==> src/rtl/hazard_ctrl_gen.sv <==
// Decode-stage hazard control: load-use stall, per-source bypass select, flush window,
// multi-cycle ID occupancy and sticky halt, driven from a never-stalled shadow pipe.
module hazard_ctrl_gen #(
  parameter int unsigned RF_ADDR_W   = 4,
  parameter int unsigned NUM_SRC     = 2,
  parameter int unsigned BYP_STAGES  = 2,
  parameter int unsigned LOAD_LAT    = 1,
  parameter int unsigned FLUSH_DEPTH = 2,
  parameter int unsigned MC_CYCLES   = 2
) (
  input  logic                          clk,
  input  logic                          rst,
  input  logic                          id_valid,
  input  logic [NUM_SRC*RF_ADDR_W-1:0]  id_src_addr,
  input  logic [NUM_SRC-1:0]            id_src_re,
  input  logic [RF_ADDR_W-1:0]          id_dst_addr,
  input  logic                          id_we,
  input  logic                          id_is_load,
  input  logic                          id_multicycle,
  input  logic                          id_hlt,
  input  logic                          flow_change,
  output logic                          stall_IM_ID,
  output logic                          flush,
  output logic                          load_use_hazard,
  output logic                          issue_ID_EX,
  output logic [NUM_SRC*BYP_STAGES-1:0] byp_ID_EX,
  output logic                          halted
);

  localparam int unsigned FcW  = $clog2(FLUSH_DEPTH + 1);
  localparam int unsigned McW  = $clog2(MC_CYCLES + 1);
  localparam int unsigned SelW = NUM_SRC * BYP_STAGES;
  // Stages still waiting on load data.
  localparam logic [BYP_STAGES-1:0] LdMask = BYP_STAGES'((64'd1 << LOAD_LAT) - 64'd1);

  typedef enum logic [1:0] {StRun, StMcWait, StHalted} state_e;

  state_e         state_q, state_d;
  logic [FcW-1:0] fc_q, fc_d;
  logic [McW-1:0] mc_q, mc_d;

  // Shadow pipe; index 0 is stage 1 (ID_EX).
  logic [BYP_STAGES-1:0] sh_v_q, sh_we_q, sh_ld_q;
  logic [RF_ADDR_W-1:0]  sh_dst_q [BYP_STAGES];

  logic [SelW-1:0]       match, byp_sel, byp_q;
  logic [BYP_STAGES-1:0] ld_pend;
  logic [RF_ADDR_W-1:0]  src;
  logic                  load_hit, issue;

  assign ld_pend = sh_ld_q & LdMask;

  always_comb begin
    match    = '0;
    byp_sel  = '0;
    load_hit = 1'b0;
    src      = '0;
    for (int i = 0; i < NUM_SRC; i++) begin
      src = id_src_addr[i*RF_ADDR_W +: RF_ADDR_W];
      for (int k = 0; k < BYP_STAGES; k++) begin
        match[i*BYP_STAGES + k] = id_src_re[i] && (src != '0) && sh_v_q[k] && sh_we_q[k]
                                  && (sh_dst_q[k] == src);
        if (match[i*BYP_STAGES + k] && ld_pend[k]) load_hit = 1'b1;
      end
      // Walk oldest to youngest so the youngest match is left standing.
      for (int k = BYP_STAGES - 1; k >= 0; k--) begin
        if (match[i*BYP_STAGES + k]) begin
          for (int j = 0; j < BYP_STAGES; j++) byp_sel[i*BYP_STAGES + j] = 1'b0;
          byp_sel[i*BYP_STAGES + k] = 1'b1;
        end
      end
    end
  end

  assign flush           = flow_change | (fc_q != '0);
  assign halted          = (state_q == StHalted);
  assign load_use_hazard = (state_q == StRun) & id_valid & ~flush & load_hit;
  assign issue           = (state_q == StRun) & id_valid & ~flush & ~load_hit;

  always_comb begin
    fc_d = fc_q;
    if (flow_change) begin
      fc_d = FcW'(FLUSH_DEPTH - 1);
    end else if (fc_q != '0) begin
      fc_d = fc_q - FcW'(1);
    end
  end

  always_comb begin
    state_d     = state_q;
    mc_d        = mc_q;
    stall_IM_ID = load_use_hazard;
    unique case (state_q)
      StRun: begin
        if (issue && id_hlt) begin
          state_d = StHalted;
        end else if (issue && id_multicycle && (MC_CYCLES > 1)) begin
          state_d     = StMcWait;
          mc_d        = McW'(MC_CYCLES - 1);
          stall_IM_ID = 1'b1;
        end
      end
      StMcWait: begin
        if (flush) begin
          state_d = StRun;
          mc_d    = '0;
        end else begin
          mc_d = mc_q - McW'(1);
          // Last occupancy cycle releases IM_ID so the next instruction loads.
          if (mc_q == McW'(1)) state_d = StRun;
          else                 stall_IM_ID = 1'b1;
        end
      end
      StHalted: stall_IM_ID = ~flush;
      default:  state_d = StRun;
    endcase
  end

  always_ff @(posedge clk) begin
    if (rst) begin
      state_q <= StRun;
      fc_q    <= '0;
      mc_q    <= '0;
      sh_v_q  <= '0;
      sh_we_q <= '0;
      sh_ld_q <= '0;
      byp_q   <= '0;
      for (int k = 0; k < BYP_STAGES; k++) sh_dst_q[k] <= '0;
    end else begin
      state_q <= state_d;
      fc_q    <= fc_d;
      mc_q    <= mc_d;
      for (int k = BYP_STAGES - 1; k >= 1; k--) begin
        sh_v_q[k]   <= sh_v_q[k-1];
        sh_we_q[k]  <= sh_we_q[k-1];
        sh_ld_q[k]  <= sh_ld_q[k-1];
        sh_dst_q[k] <= sh_dst_q[k-1];
      end
      sh_v_q[0]   <= issue;
      sh_we_q[0]  <= issue & id_we;
      sh_ld_q[0]  <= issue & id_is_load;
      sh_dst_q[0] <= issue ? id_dst_addr : '0;
      byp_q       <= issue ? byp_sel : '0;
    end
  end

  assign issue_ID_EX = sh_v_q[0];
  assign byp_ID_EX   = byp_q;

endmodule

==> config.mk <==
export PLATFORM = sky130hd
export DESIGN_NAME = hazard_ctrl_gen
export DESIGN_NICKNAME = d
export VERILOG_FILES = /design/src/rtl/hazard_ctrl_gen.sv
export SDC_FILE = /design/constraint.sdc
export NUM_CORES = 1
export LEC_CHECK = 0
export ABC_AREA = 1
export ABC_CLOCK_PERIOD_IN_PS = 2000
export BUFFER_PORTS_ARGS = -buffer_cell sky130_fd_sc_hd__buf_2
export CAP_MARGIN = 20
export CORE_UTILIZATION = 50
export CTS_CLUSTER_DIAMETER = 100
export CTS_CLUSTER_SIZE = 12
export DETAILED_ROUTE_END_ITERATION = 8
export PLACE_DENSITY_LB_ADDON = 0.12
export SYNTH_ARGS = -nofsm -noshare
export SYNTH_HDL_FRONTEND = slang
export SYNTH_SLANG_ARGS = --single-unit
==> constraint.sdc <==
create_clock -name clk -period 2 [get_ports clk]
set_input_delay 0.2 -clock clk [delete_from_list [all_inputs] [get_ports clk]]
set_output_delay 0.2 -clock clk [all_outputs]
set_load 0.005 [all_outputs]
==> impl_metrics.py, run 1 <==
metrics = {
    "sta": {
        "worst_pin_slew_ns": 0.352,
        "hold_viol": 0,
        "skew_ns": 0.00536,
        "finalMaxSlewViolations": 0,
        "fin_crit_sh_pct": 98.8,
        "setup_viol_count_final": 0,
        "rsz0062_at_grt": "true",
        "max_freq_mhz": 506,
        "slew_headroom_pct": 75.9,
        "fin_crit_ns": 1.98,
        "setup_slack_ns": 0.0242,
        "timing.hold.ws_ns": 0.0741,
    },
    "placed_design": {
        "portBuffers": 30,
        "gp_congestion": 0.843,
        "place_ws_ns": 0.243,
        "dpl_cell_area_um2": 1340,
        "dp_cells": 220,
        "hpwl_um": 1800,
    },
    "global_route": {
        "grt_first_pass_wirelength_um": 3750,
        "grtUsageTotal_pct": 20.2,
        "grt_max_degree": 14,
        "grt_overflow": 0,
        "grt_pass1_vias": 995,
        "grt_antenna_before_repair": 0,
    },
    "logic_synthesis": {
        "ys_warn_count": 0,
        "synth_cells": 163,
        "synth_area_per_cell_um2": 7.09,
        "netlist_area_um2": 1150,
        "synth_cell_types": 25,
        "syn-num-nets": 187,
        "yosysSeqAreaShare_pct": 39.9,
        "ys_ff_latch": 23,
    },
    "critical_path": {
        "crit_required_ns": 1.80,
        "slowest_delay_ns": 0.35,
        "r2r_end": "mc_q[0]$_SDFFE_PP0P_",
        "reg2reg_slack_ns": 0.33,
        "startpoint_type": "flop",
        "cpMaxStageDelayCell": "dfxtp_2",
        "setup.worst_path.class": "flop to primary output",
        "crit-reg2reg-launch": "fc_q[0]$_SDFFE_PP0P_",
        "arrival_ns": 1.78,
        "rr_worst_depth": 12,
        "worstPathCellList": "inv_2 > ha_4 > inv_4 > or2_4 > nor2_4 > nand3_2 > nor2_4 > inv_2 > o21ai_1 > nand3_1 > buf_2",
        "cp_max_fo": 4,
        "end_kind": "primary output",
    },
    "pwr": {
        "p_sw_mw": 0.229,
        "switching_share_pct": 27.1,
        "p_per_area_nw_per_um2": 593,
        "seqPwrFrac_pct": 56.9,
        "intPower_mw": 0.616,
        "combPwrFrac_pct": 17.6,
        "ir_drop_mv": 0.568,
        "power_leakage_nw": 0.724,
        "p_clk_share_pct": 25.5,
    },
    "status": {
        "status": "finished, final reports clean",
    },
    "route": {
        "route.top_layer_used": "met4",
        "drc": 0,
        "routed_wl_um": 2260,
        "via_per_inst": 4.76,
        "drt_iter0_drc": 17,
        "wire_per_inst_um": 9.87,
        "wl_met3_um": 65,
        "dr.pass1.iters": 4,
        "route.met2.wl_um": 1180,
        "via_count": 1091,
        "wl_met1_um": 969,
        "postRouteAntennaNets": 0,
    },
    "worst_hold_path": {
        "worst_hold_path_type": "input port to flop",
        "hp-start": "id_we",
        "hold_path_depth": 3,
        "holdPathEnd": "sh_we_q[0]$_SDFF_PP0_",
    },
    "cts": {
        "cts.sinks": 23,
        "cts_root_buffer": "clkbuf_4",
        "clkLatencyLatePin_ns": 0.32,
        "cts-buffers-inserted": 3,
        "clk_pin_slew_ns": 0.12,
        "cts_tree": "done",
        "htree_num_levels": 1,
        "clockBufferDepth": 2,
        "ctsHoldBuffers": 0,
    },
    "floorplan": {
        "dieArea_um2": 2510,
        "num_rows": 17,
        "start_util_pct": 52.7,
        "die_h_um": 50.1,
        "dieWidth_um": 50.1,
        "ios": 31,
        "core-area_um2": 2190,
    },
    "layout": {
        "final_area_um2": 1430,
        "drive_above_1_share_pct": 29.4,
        "fill_cells": 214,
        "num_antenna_cells": 0,
        "final_nets": 226,
        "finalNonFillerCells": 229,
        "synthToLayoutAreaGrowth_pct": 23.4,
        "postLayoutCoreUtil_pct": 65.0,
    },
    "flow_run": {
        "drv_cap": 0,
    },
}
-- worst max-delay path, delay by kind of cell (launching register included) --
family / cells / cell delay (ns)
flip-flops: 1 / 0.35
adder cells (fa/ha/maj): 1 / 0.15
AND/OR/NAND/NOR: 5 / 0.64
buffers and inverters: 4 / 0.27
AO/OA/AOI/OAI: 1 / 0.06
-- cell usage after synthesis --
master	number	area, um2
nor4_2	1	12.5
nand2_4	1	11.3
o21ai_0	2	10.0
nor3_1	1	5.00
nor2_4	3	33.8
inv_1	32	120
nand3b_1	1	7.51
nor2_2	2	12.5
nand2_1	31	116
a2111oi_0	1	8.76
nor3b_2	1	12.5
or2_4	1	8.76
nand4_1	2	12.5
dfxtp_1	23	460
inv_2	2	7.51
nor2_1	27	101
nand3_1	8	40.0
nand3_2	2	20.0
xnor2_1	6	52.6
ha_1	2	25.0
o21ai_1	2	10.0
clkbuf_1	1	3.75
xor2_1	1	8.76
a21oi_1	9	45.0
o2111ai_1	1	8.76
-- repair_timing --
item	in CTS	in global routing
buffers inserted	3	2
endpoints found under the setup margin	1	1
cloned	0	0
resized for setup	7	2
pin swaps	6	6
-- flip-flops by register name (all words and copies together) (netlist names) --
signal	cells
byp_ID_EX	4
fc_q	2
mc_q	2
sh_dst_q	8
sh_ld_q	1
sh_v_q	2
sh_we_q	2
state_q	2
-- cell families after synthesis --
| logic type | count (synthesis) | share of synthesized area [%] |
|---|---|---|
| AND/OR/NAND/NOR | 81 | 34.1 |
| buffers and inverters | 35 | 11.4 |
| flip-flops | 23 | 39.9 |
| AO/OA/AOI/OAI | 15 | 7.15 |
| XOR/XNOR | 7 | 5.31 |
| adder cells (fa/ha/maj) | 2 | 2.17 |
-- cells in the final DEF, fill, tap and decap left out, types with 2 or more instances in the layout --
cell      count
nand2_1      31
buf_2        30
inv_1        29
nor2_1       26
dfxtp_1      22
a21oi_1       9
nand3_1       7
xnor2_1       6
buf_4         5
inv_2         4
nor2_2        3
nand3_2       3
nor2_4        3
clkbuf_4      3
o21ai_0       2
o21ai_1       2
nand4_1       2
-- worst max path at each step --
stage	from	endpoint	slack, ns	cells after the start
CTS	fc_q[0]$_SDFFE_PP0P_	stall_IM_ID	-0.04	11
global placement	fc_q[0]$_SDFFE_PP0P_	stall_IM_ID	0.31	11
finish	fc_q[0]$_SDFFE_PP0P_	stall_IM_ID	0.02	11
floorplan	fc_q[0]$_SDFFE_PP0P_	stall_IM_ID	0.45	10
detailed placement	fc_q[0]$_SDFFE_PP0P_	stall_IM_ID	0.24	11
global route	fc_q[0]$_SDFFE_PP0P_	stall_IM_ID	-0.09	11
-- power by group through the flow --
stage / clock [mW] / sequential (mW) / combinational [mW]
final: 0.215 / 0.481 / 0.149
after CTS: 0.223 / 0.481 / 0.145
after global routing: 0.248 / 0.484 / 0.169
after detailed placement: 0 / 0.490 / 0.129
after floorplan: 0 / 0.489 / 0.0829
after global placement: 0 / 0.489 / 0.126
-- per-stage QoR --
step / power, mW / setup TNS [ns]
finish: 0.845 / 0
global route: 0.901 / -0.0871
CTS: 0.849 / -0.0444
detailed placement: 0.619 / 0
global placement: 0.615 / 0
floorplan: 0.572 / 0
-- routing by layer --
layer	global-route usage (%)	vias up
li1	-	575
met1	20.2	488
met2	38.7	23
met3	2.78	5
met4	11.4	0
met5	0	-
-- layout make-up --
class	count	area (um2)	area share [%]
Clock inverter	1	5.00	0.351
Inverter	34	130	9.13
Sequential cell	23	462	32.4
Timing Repair Buffer	35	188	13.2
Clock buffer	3	22.5	1.58
Tap cell	28	35.0	2.46
Multi-Input combinational cell	105	583	40.9
(Power assumes the default switching activity.)
==> run 2: changes to the inputs <==
--- a/config.mk
+++ b/config.mk
@@ -8,12 +8,11 @@
 export ABC_AREA = 1
 export ABC_CLOCK_PERIOD_IN_PS = 2000
 export BUFFER_PORTS_ARGS = -buffer_cell sky130_fd_sc_hd__buf_2
-export CAP_MARGIN = 20
 export CORE_UTILIZATION = 50
 export CTS_CLUSTER_DIAMETER = 100
 export CTS_CLUSTER_SIZE = 12
 export DETAILED_ROUTE_END_ITERATION = 8
-export PLACE_DENSITY_LB_ADDON = 0.12
+export PLACE_DENSITY_LB_ADDON = 0.2
 export SYNTH_ARGS = -nofsm -noshare
 export SYNTH_HDL_FRONTEND = slang
 export SYNTH_SLANG_ARGS = --single-unit
==> run 2 against run 1 <==
Against the previous run: the flow now finishes with violations (DRC); wire length is 6.6% higher; first-iteration DRC count increased by 100%; critical path depth stayed put; non-clock buffer count rose by 4; combinational power up 7%; sequential share of layout area fell by 0.73 points; clock skew is 0.0047 ns lower; core utilization increased by 2.2 points; total power rose by 0.95%; setup slack improved by 0.018 ns; largest power group unchanged.
==> impl_metrics.py, run 2 (synthesis gave the netlist of run 1 again) <==
metrics = {
    "cts": {
        "htree_num_levels": 1,
        "cts-buffers-inserted": 3,
        "clk_pin_slew_ns": 0.13,
        "cts_tree": "done",
        "clkLatencyLatePin_ns": 0.30,
        "clockBufferDepth": 2,
        "ctsHoldBuffers": 0,
        "cts.sinks": 23,
        "cts_root_buffer": "clkbuf_4",
    },
    "route": {
        "dr.pass1.iters": 6,
        "wire_per_inst_um": 10.3,
        "drc": 2,
        "drt_iter0_drc": 34,
        "via_per_inst": 4.77,
        "postRouteAntennaNets": 0,
        "routed_wl_um": 2410,
        "via_count": 1111,
    },
    "sta": {
        "skew_ns": 0.000698,
        "fin_crit_sh_pct": 97.9,
        "finalMaxSlewViolations": 0,
        "max_freq_mhz": 511,
        "fin_crit_ns": 1.96,
        "setup_slack_ns": 0.0420,
        "timing.hold.ws_ns": 0.0818,
        "rsz0062_at_grt": "true",
        "worst_pin_slew_ns": 0.357,
        "hold_viol": 0,
        "setup_viol_count_final": 0,
        "slew_headroom_pct": 75.6,
    },
    "critical_path": {
        "crit-reg2reg-launch": "fc_q[0]$_SDFFE_PP0P_",
        "startpoint_type": "flop",
        "worstPathCellList": "inv_2 > ha_4 > inv_4 > or2_4 > nor2_4 > nand3_2 > nor2_4 > inv_2 > o21ai_2 > nand3_1 > buf_2",
        "cpMaxStageDelayCell": "dfxtp_2",
        "setup.worst_path.class": "flop to primary output",
        "end_kind": "primary output",
        "arrival_ns": 1.76,
        "cp-startpoint": "fc_q[0]$_SDFFE_PP0P_",
        "slowest_delay_ns": 0.34,
        "crit_required_ns": 1.80,
        "cp_max_fo": 3,
    },
    "flow_run": {
        "drv_cap": 0,
    },
    "layout": {
        "postLayoutCoreUtil_pct": 67.3,
        "top_register": "sh_dst_q",
        "finalNonFillerCells": 233,
        "num_antenna_cells": 0,
        "drive_above_1_share_pct": 35.6,
        "layout_common_cells": "30 x nand2_1, 30 x buf_2, 27 x inv_1",
        "fill_cells": 192,
        "multi_input_area_um2": 597,
        "final_nets": 230,
        "synthToLayoutAreaGrowth_pct": 27.6,
        "seqCellArea_um2": 467,
        "largest_register_ff_count": 8,
    },
    "floorplan": {
        "dieArea_um2": 2510,
        "die_h_um": 50.1,
        "core-area_um2": 2190,
        "start_util_pct": 52.7,
        "ios": 31,
        "num_rows": 17,
        "dieWidth_um": 50.1,
    },
    "global_route": {
        "grt_overflow": 0,
        "grt_first_pass_wirelength_um": 3940,
        "grt_antenna_before_repair": 0,
        "grt_pass1_vias": 994,
        "grt_max_degree": 14,
        "grtUsageTotal_pct": 20.3,
    },
    "status": {
        "status": "finished, violations left",
        "failed_checks": "DRC",
    },
    "worst_hold_path": {
        "worst_hold_path_type": "input port to flop",
        "hp-start": "id_dst_addr[3]",
    },
    "placed_design": {
        "hpwl_um": 1790,
        "place_ws_ns": 0.241,
        "gp_congestion": 0.894,
        "portBuffers": 30,
        "dp_cells": 220,
    },
    "pwr": {
        "p_per_area_nw_per_um2": 579,
        "ir_drop_mv": 0.467,
        "power_leakage_nw": 0.743,
    },
}
## run 2: cell types whose count changed in the layout (fill, tap and decap cells not counted), sizes merged
cell | before | now
buf | 35 | 39
## run 2: stage by stage
| step | cell area, um2 | total power, mW | TNS (ns) |
|---|---|---|---|
| 3_3_place_gp | 1340 | 0.614 | 0 |
| 3_5_place_dp | 1340 | 0.619 | 0 |
| 4_1_cts | 1390 | 0.834 | -0.0289 |
| 5_1_grt | 1470 | 0.899 | -0.0823 |
| 6_report | 1470 | 0.853 | 0 |
| 2_1_floorplan | 1150 | 0.572 | 0 |
## run 2: routing by layer
| layer | vias to the layer above | part of all wire, % | track usage (%) |
|---|---|---|---|
| met5 | - | 0 | 0 |
| met4 | 0 | 2.2 | 8.57 |
| met3 | 10 | 3.7 | 2.78 |
| li1 | 580 | - | - |
| met1 | 486 | 44 | 24.6 |
| met2 | 35 | 50 | 35.1 |
## run 2: final cells by class
cell class | instances | share of cell area [%]
Inverter | 34 | 8.83
Clock buffer | 3 | 1.53
Timing Repair Buffer | 39 | 14.8
Sequential cell | 23 | 31.7
Tap cell | 28 | 2.38
Multi-Input combinational cell | 105 | 40.5
Clock inverter | 1 | 0.340
## run 2: worst paths after layout
| path | to | slack (ns) | cells after the start |
|---|---|---|---|
| setup / recovery | stall_IM_ID | 0.04 | 11 |
| hold / removal | sh_dst_q[0][3]$_SDFF_PP0_ | 0.08 | 3 |
| setup reg to reg | mc_q[1]$_SDFFE_PP0P_ | 0.37 | 11 |
| hold reg to reg | sh_we_q[1]$_SDFF_PP0_ | 0.45 | 2 |
## run 2: critical path: cells and delay by family, from the launching register on
| kind | cells | cell delay [ns] |
|---|---|---|
| compound gates | 1 | 0.05 |
| fa+ha+maj | 1 | 0.15 |
| buf+inv | 4 | 0.28 |
| flops | 1 | 0.34 |
| simple gates | 5 | 0.65 |
## run 2: repair_timing
item                                    4_1_cts  5_1_grt
pin swaps                                     5        8
gates resized for setup                       7       12
endpoints found under the setup margin        1        1
cloned                                        0        0
endpoints found under the hold margin         0        0
buffers inserted                              2        7
## run 2: power breakdown
group          switching [mW]  internal, mW
Sequential            0.00959         0.472
Clock                   0.137        0.0745
Combinational          0.0833        0.0760
Total                   0.230         0.623
